`src/rtl/pipeline_debug_sequencer.sv`:
```
// Run-control and state-dump sequencer for the 5-stage MIPS pipeline host debug link.
// Optional DBG_PC_DUMP_EN adds pc_if and prepends it as the first dumped word.
//
// state           | meaning
// S_IDLE          | pipeline stopped, waiting for a host command
// S_RUN           | pipeline free-running until 'h', 'd' or a retired HALT
// S_STEP          | pipeline enabled for exactly one cycle
// S_DUMP_LOAD     | select the next dump word (latch it, or address data memory)
// S_DUMP_WAIT_MEM | data memory read in flight, latch mem_data
// S_DUMP_SEND     | shift the latched word out MSB first, one byte per handshake
module pipeline_debug_sequencer #(
    parameter int MEM_DUMP_WORDS = 16,
    parameter int CYCLE_W        = 32
) (
    input  logic               clk,
    input  logic               rst_n,
    input  logic               cmd_valid,
    output logic               cmd_ready,
    input  logic [7:0]         cmd_code,
    input  logic               halt_wb,
    output logic               pipe_en,
    output logic [4:0]         reg_sel,
    input  logic [31:0]        reg_data,
    output logic [31:0]        DebugAddress,
    output logic               debugMode,
    input  logic [31:0]        mem_data,
    output logic               tx_valid,
    input  logic               tx_ready,
    output logic [7:0]         tx_data,
    output logic [CYCLE_W-1:0] cycle_count,
    output logic               halted
`ifdef DBG_PC_DUMP_EN
    ,
    input  logic [31:0]        pc_if
`endif
);

`ifdef DBG_PC_DUMP_EN
    localparam int CYC_W0 = 1;
`else
    localparam int CYC_W0 = 0;
`endif
    localparam int REG_W0 = CYC_W0 + 1;
    localparam int MEM_W0 = CYC_W0 + 33;
    localparam int LAST_W = MEM_W0 + MEM_DUMP_WORDS - 1;
    localparam int WI_W   = $clog2(LAST_W + 1);

    localparam logic [7:0] CMD_RUN  = 8'h63;
    localparam logic [7:0] CMD_STEP = 8'h73;
    localparam logic [7:0] CMD_HALT = 8'h68;
    localparam logic [7:0] CMD_DUMP = 8'h64;

    typedef enum logic [2:0] {
        S_IDLE,
        S_RUN,
        S_STEP,
        S_DUMP_LOAD,
        S_DUMP_SEND,
        S_DUMP_WAIT_MEM
    } state_t;

    state_t            state, state_nx;
    logic [WI_W-1:0]   word_idx;
    logic [1:0]        byte_idx;
    logic [31:0]       shift_q;
    logic [31:0]       widx;
    logic [31:0]       cyc_ext;
    logic [31:0]       load_word;
    logic              cmd_acc, halt_hit, dumping, in_mem, in_reg, last_word;

    assign widx      = 32'(word_idx);
    assign in_mem    = widx >= 32'(MEM_W0);
    assign in_reg    = (widx >= 32'(REG_W0)) && !in_mem;
    assign last_word = widx == 32'(LAST_W);
    assign dumping   = (state == S_DUMP_LOAD) || (state == S_DUMP_SEND) ||
                       (state == S_DUMP_WAIT_MEM);

    assign reg_sel      = in_reg ? 5'(widx - 32'(REG_W0)) : 5'd0;
    assign debugMode    = dumping && in_mem;
    assign DebugAddress = debugMode ? ((widx - 32'(MEM_W0)) << 2) : 32'd0;
    assign tx_valid     = (state == S_DUMP_SEND);
    assign tx_data      = tx_valid ? shift_q[31:24] : 8'd0;

    always_comb begin
        cyc_ext                = '0;
        cyc_ext[CYCLE_W-1:0]   = cycle_count;
        load_word              = reg_data;
`ifdef DBG_PC_DUMP_EN
        if (widx == 32'd0) load_word = pc_if;
`endif
        if (widx == 32'(CYC_W0)) load_word = cyc_ext;
    end

    always_comb begin
        state_nx  = state;
        cmd_ready = (state == S_IDLE) || (state == S_RUN);
        pipe_en   = (state == S_RUN) || (state == S_STEP);
        cmd_acc   = cmd_valid && cmd_ready;
        halt_hit  = pipe_en && halt_wb;
        case (state)
            S_IDLE: begin
                if (cmd_acc) begin
                    if (cmd_code == CMD_RUN && !halted)       state_nx = S_RUN;
                    else if (cmd_code == CMD_STEP && !halted) state_nx = S_STEP;
                    else if (cmd_code == CMD_DUMP)            state_nx = S_DUMP_LOAD;
                end
            end
            S_RUN: begin
                // A dump request wins over a same-cycle HALT retirement.
                if (cmd_acc && cmd_code == CMD_DUMP)
                    state_nx = S_DUMP_LOAD;
                else if (halt_hit || (cmd_acc && cmd_code == CMD_HALT))
                    state_nx = S_IDLE;
            end
            S_STEP:          state_nx = S_IDLE;
            S_DUMP_LOAD:     state_nx = in_mem ? S_DUMP_WAIT_MEM : S_DUMP_SEND;
            S_DUMP_WAIT_MEM: state_nx = S_DUMP_SEND;
            S_DUMP_SEND: begin
                if (tx_ready && byte_idx == 2'd3)
                    state_nx = last_word ? S_IDLE : S_DUMP_LOAD;
            end
            default:         state_nx = S_IDLE;
        endcase
    end

    always_ff @(posedge clk or negedge rst_n) begin
        if (!rst_n) state <= S_IDLE;
        else        state <= state_nx;
    end

    always_ff @(posedge clk or negedge rst_n) begin
        if (!rst_n) begin
            cycle_count <= '0;
            halted      <= 1'b0;
            word_idx    <= '0;
            byte_idx    <= '0;
            shift_q     <= '0;
        end else begin
            if (pipe_en)  cycle_count <= cycle_count + CYCLE_W'(1);
            if (halt_hit) halted <= 1'b1;
            case (state)
                S_DUMP_LOAD: begin
                    if (!in_mem) shift_q <= load_word;
                end
                S_DUMP_WAIT_MEM: shift_q <= mem_data;
                S_DUMP_SEND: begin
                    if (tx_ready) begin
                        shift_q  <= shift_q << 8;
                        byte_idx <= byte_idx + 2'd1;
                        if (byte_idx == 2'd3)
                            word_idx <= last_word ? '0 : word_idx + WI_W'(1);
                    end
                end
                default: begin
                    word_idx <= '0;
                    byte_idx <= '0;
                end
            endcase
        end
    end

endmodule

```
`config.mk`:
```
export PLATFORM = sky130hd
export DESIGN_NAME = pipeline_debug_sequencer
export DESIGN_NICKNAME = d
export VERILOG_FILES = /design/src/rtl/pipeline_debug_sequencer.sv
export SDC_FILE = /design/constraint.sdc
export NUM_CORES = 1
export LEC_CHECK = 0
export CAP_MARGIN = 20
export CORE_ASPECT_RATIO = 1.4
export CORE_UTILIZATION = 33
export CTS_BUF_LIST = sky130_fd_sc_hd__clkbuf_4
export DETAILED_ROUTE_END_ITERATION = 12
export GPL_ROUTABILITY_DRIVEN = 1
export PLACE_DENSITY_LB_ADDON = 0.25
export SETUP_SLACK_MARGIN = 0.05
export SYNTH_ARGS = -nofsm -noshare
export SYNTH_HDL_FRONTEND = slang
export SYNTH_SLANG_ARGS = --single-unit
```
`constraint.sdc`:
```
create_clock -name clk -period 2.6 [get_ports clk]
set_input_delay 0.52 -clock clk [delete_from_list [all_inputs] [get_ports clk]]
set_output_delay 0.52 -clock clk [all_outputs]
set_load 0.01 [all_outputs]
```
==> results.py <==
metrics = {
    "run_status": {
        "status": "finished with violations",
        "violations": "setup timing",
    },
    "logic_synthesis": {
        "yosys-top-cells-area": "dfrtp_1, xor2_1, nand3_1",
        "synthDominantCellAreaShare_pct": 38.6,
        "synth_ff_type": "dfrtp_1",
        "syn_avg_cell_area_sq_um": 9.14,
        "seq_area_frac_synth_pct": 38.6,
        "synth_edf_count": 0,
        "synth_warnings": 0,
        "ys_async_sr_fraction_pct": 100,
        "post_synth_instance_area_sq_um": 4920,
        "ys_ff_latch": 76,
        "synth_cell_type_count": 49,
        "synth_cells": 539,
        "synth_top_cell_by_area": "dfrtp_1",
    },
    "global_route": {
        "grt_max_degree": 72,
        "grt_pass1_vias": 4652,
        "grt.overflow.total": 0,
        "grt_antenna_before_repair": 1,
        "grt_usage_pct": 21.1,
        "grt_pass1_wl_mm": 25.4,
    },
    "detailed_routing": {
        "vias_per_cell": 5.40,
        "vias": 4740,
        "firstDrtPassIters": 5,
        "wl_mm": 16.3,
        "drc": 0,
        "drt-initial-drc-count": 224,
        "wl_per_cell_um": 18.6,
        "drtAntennaViolNets": 0,
    },
    "timing": {
        "finalClockSkew_ns": 0.0185,
        "max_slew_margin_pct": 61.8,
        "fin_crit_sh_pct": 100,
        "worst_slack_ns": -0.00226,
        "slew_violations": 0,
        "max_clock_freq_ghz": 0.384,
        "fin_crit_ns": 2.60,
        "fin_tns_setup_ns": -0.00226,
        "setup-violations-final": 1,
        "tightestPinTransition_ns": 0.573,
        "rsz0062_at_grt": "true",
        "hold_viol_final": 0,
    },
    "place": {
        "placed_cell_area_sq_um": 6610,
        "gp_congestion": 0.849,
        "pre_cts_ws_ns": 0.0881,
        "port-buffer-count": 156,
        "dp_cells": 843,
        "hpwl_mm": 11.5,
    },
    "worst_hold_path": {
        "hp-class": "input port to asynchronous set/reset pin",
    },
    "floorplan": {
        "die-area_sq_um": 15400,
        "die_h_um": 147,
        "ios": 159,
        "rows": 52,
        "chipWidth_um": 105,
        "core_sq_um": 14500,
        "start_util_pct": 33.9,
    },
    "worst_setup_path": {
        "path_max_fanout": 3,
        "rr_endpoint": "shift_q[11]$_DFFE_PN0P_",
        "endpoint_kind": "primary output",
        "required_ns": 2.08,
        "crit_slowest_cell": "or3_4",
        "start_kind": "flip-flop",
        "path_delay_family": "simple AND/OR/NAND/NOR gates",
        "crit_chain": "or3_4 -> o41ai_4 -> nand2_2 -> buf_6 -> buf_6 -> nor2_4 -> buf_6",
        "ff2ff_path_depth": 7,
        "r2r_slack_ns": 0.56,
        "crit_start": "word_idx[4]$_DFFE_PN0P_",
        "r2r-start": "state[1]$_DFFE_PN0P_",
        "arrival_ns": 2.08,
        "cp_common_cell": "buf_6",
        "critPathBufInv": 3,
        "slowest_delay_ns": 0.41,
        "crit_type": "flip-flop to primary output",
    },
    "clock_tree": {
        "cts_hold_buf": 0,
        "numCtsBuffers": 9,
        "cts.sinks": 76,
        "htreeDepth": 3,
        "clk_pin_slew_ns": 0.14,
        "cts_tree": "built",
        "root_buffer": "clkbuf_4",
        "cts_buffer_depth": 2,
        "clock_latency_ns": 0.44,
    },
    "cells_and_area": {
        "areaGrowthSynthToFinish_pct": 39.7,
        "drive_gt1_share_pct": 19.8,
        "final-instance-count-excl-fill": 878,
        "post-route-cell-area_sq_um": 6880,
        "final_cell_mix": "clkdlybuf4s50_1, dfrtp_1, nand3_1, o21ai_0, a31oi_1",
        "fin_nets": 765,
        "mostFrequentLayoutCell": "clkdlybuf4s50_1",
    },
    "power_and_ir_drop": {
        "vdd_drop_max_uv": 253,
        "power.leakage_nw": 3.14,
        "power.density_nw_per_um2": 604,
    },
    "flow_run": {
        "max-cap-violations": 0,
    },
}
[where the power goes]
group / switching [W] / internal [W]
clock network: 0.000445 / 0.000191
registers: 0.000202 / 0.00147
logic: 0.000889 / 0.000965
[area by class of cell]
type,count,area [sq um]
Antenna cell,1,2.50
Clock buffer,9,67.6
Clock inverter,7,43.8
Fill cell,1380,7630
Inverter,8,33.8
Multi-Input combinational cell,390,2740
Sequential cell,76,1900
Tap cell,189,236
Timing Repair Buffer,197,1850
Timing Repair inverter,1,7.51
[per-stage QoR]
step                total power (W)  utilization (%)  hold slack, ns
floorplan                   0.00266                -           0.224
global placement            0.00333             45.6           0.466
detailed placement          0.00336             45.6           0.473
CTS                         0.00413             46.5          0.0551
global route                0.00441             47.4          0.0767
finish                      0.00416             47.4          0.0447
[worst reg2reg max path, stage by stage (launching register included)]
cell and delay, ns:
dfrtp_1 0.40, buf_4 0.16, nand2b_2 0.17, buf_12 0.29, nor2_1 0.14, a21oi_4 0.15
buf_12 0.23, mux2_2 0.39
[timing repair]
action,4_1_cts,5_1_grt
gates cloned,2,2
endpoints found under the setup margin,46,37
gates resized for setup,171,30
pin swaps,8,6
setup buffers,14,1
[per-layer routing]
metal  vias up  routed length, um  track usage, %
met5         -                  0               0
met4         0                447            8.87
met3        28                793            3.04
met2       174               8570            36.9
met1      2317               6540            25.6
li1       2221                  -               -
[cell families (layout without fill, tap and decap cells)]
| group | count (synthesis) | after routing | synth area share (%) |
|---|---|---|---|
| compound gates | 123 | 123 | 16.2 |
| xor+xnor | 39 | 39 | 6.94 |
| fa+ha+maj | 5 | 5 | 1.27 |
| buf+inv | 76 | 222 | 8.43 |
| flops | 76 | 76 | 38.6 |
| mux | 33 | 33 | 7.85 |
| other cells | 1 | 3 | 0.0761 |
| simple gates | 186 | 188 | 20.6 |
[worst max-delay path by stage]
stage,end,slack (ns),cells after the start
final,reg_sel[4],-0.002,7
after global routing,reg_sel[4],-0.10,7
after CTS,DebugAddress[18],-0.20,7
after detailed placement,DebugAddress[5],0.09,6
after global placement,DebugAddress[4],0.15,6
after floorplan,DebugAddress[10],0.26,7
[cell usage after synthesis, types with 2 or more instances]
cell type / instances
o21ai_0: 37
ha_1: 5
a21oi_1: 10
and3b_1: 3
nor2b_1: 31
buf_2: 5
nor4_1: 13
mux2_4: 4
nand2b_1: 3
and4_1: 5
mux2_2: 12
inv_1: 8
a211oi_1: 24
dfrtp_1: 76
nor3_1: 14
nor2_1: 21
buf_1: 2
nand4_1: 11
nand3_1: 44
nand3b_1: 2
or3_1: 2
a31oi_1: 35
mux2_1: 17
nand2_1: 20
o211ai_1: 2
xnor2_1: 10
and3_1: 5
clkbuf_1: 32
buf_4: 25
and2_1: 10
a21o_1: 2
buf_6: 4
xor2_1: 29
[sequential cells by signal (all words and copies together) (netlist names)]
name / count
byte_idx: 2
cycle_count: 32
halted: 1
shift_q: 32
state: 3
word_idx: 6
No activity file was read; power rests on OpenSTA's default activity.
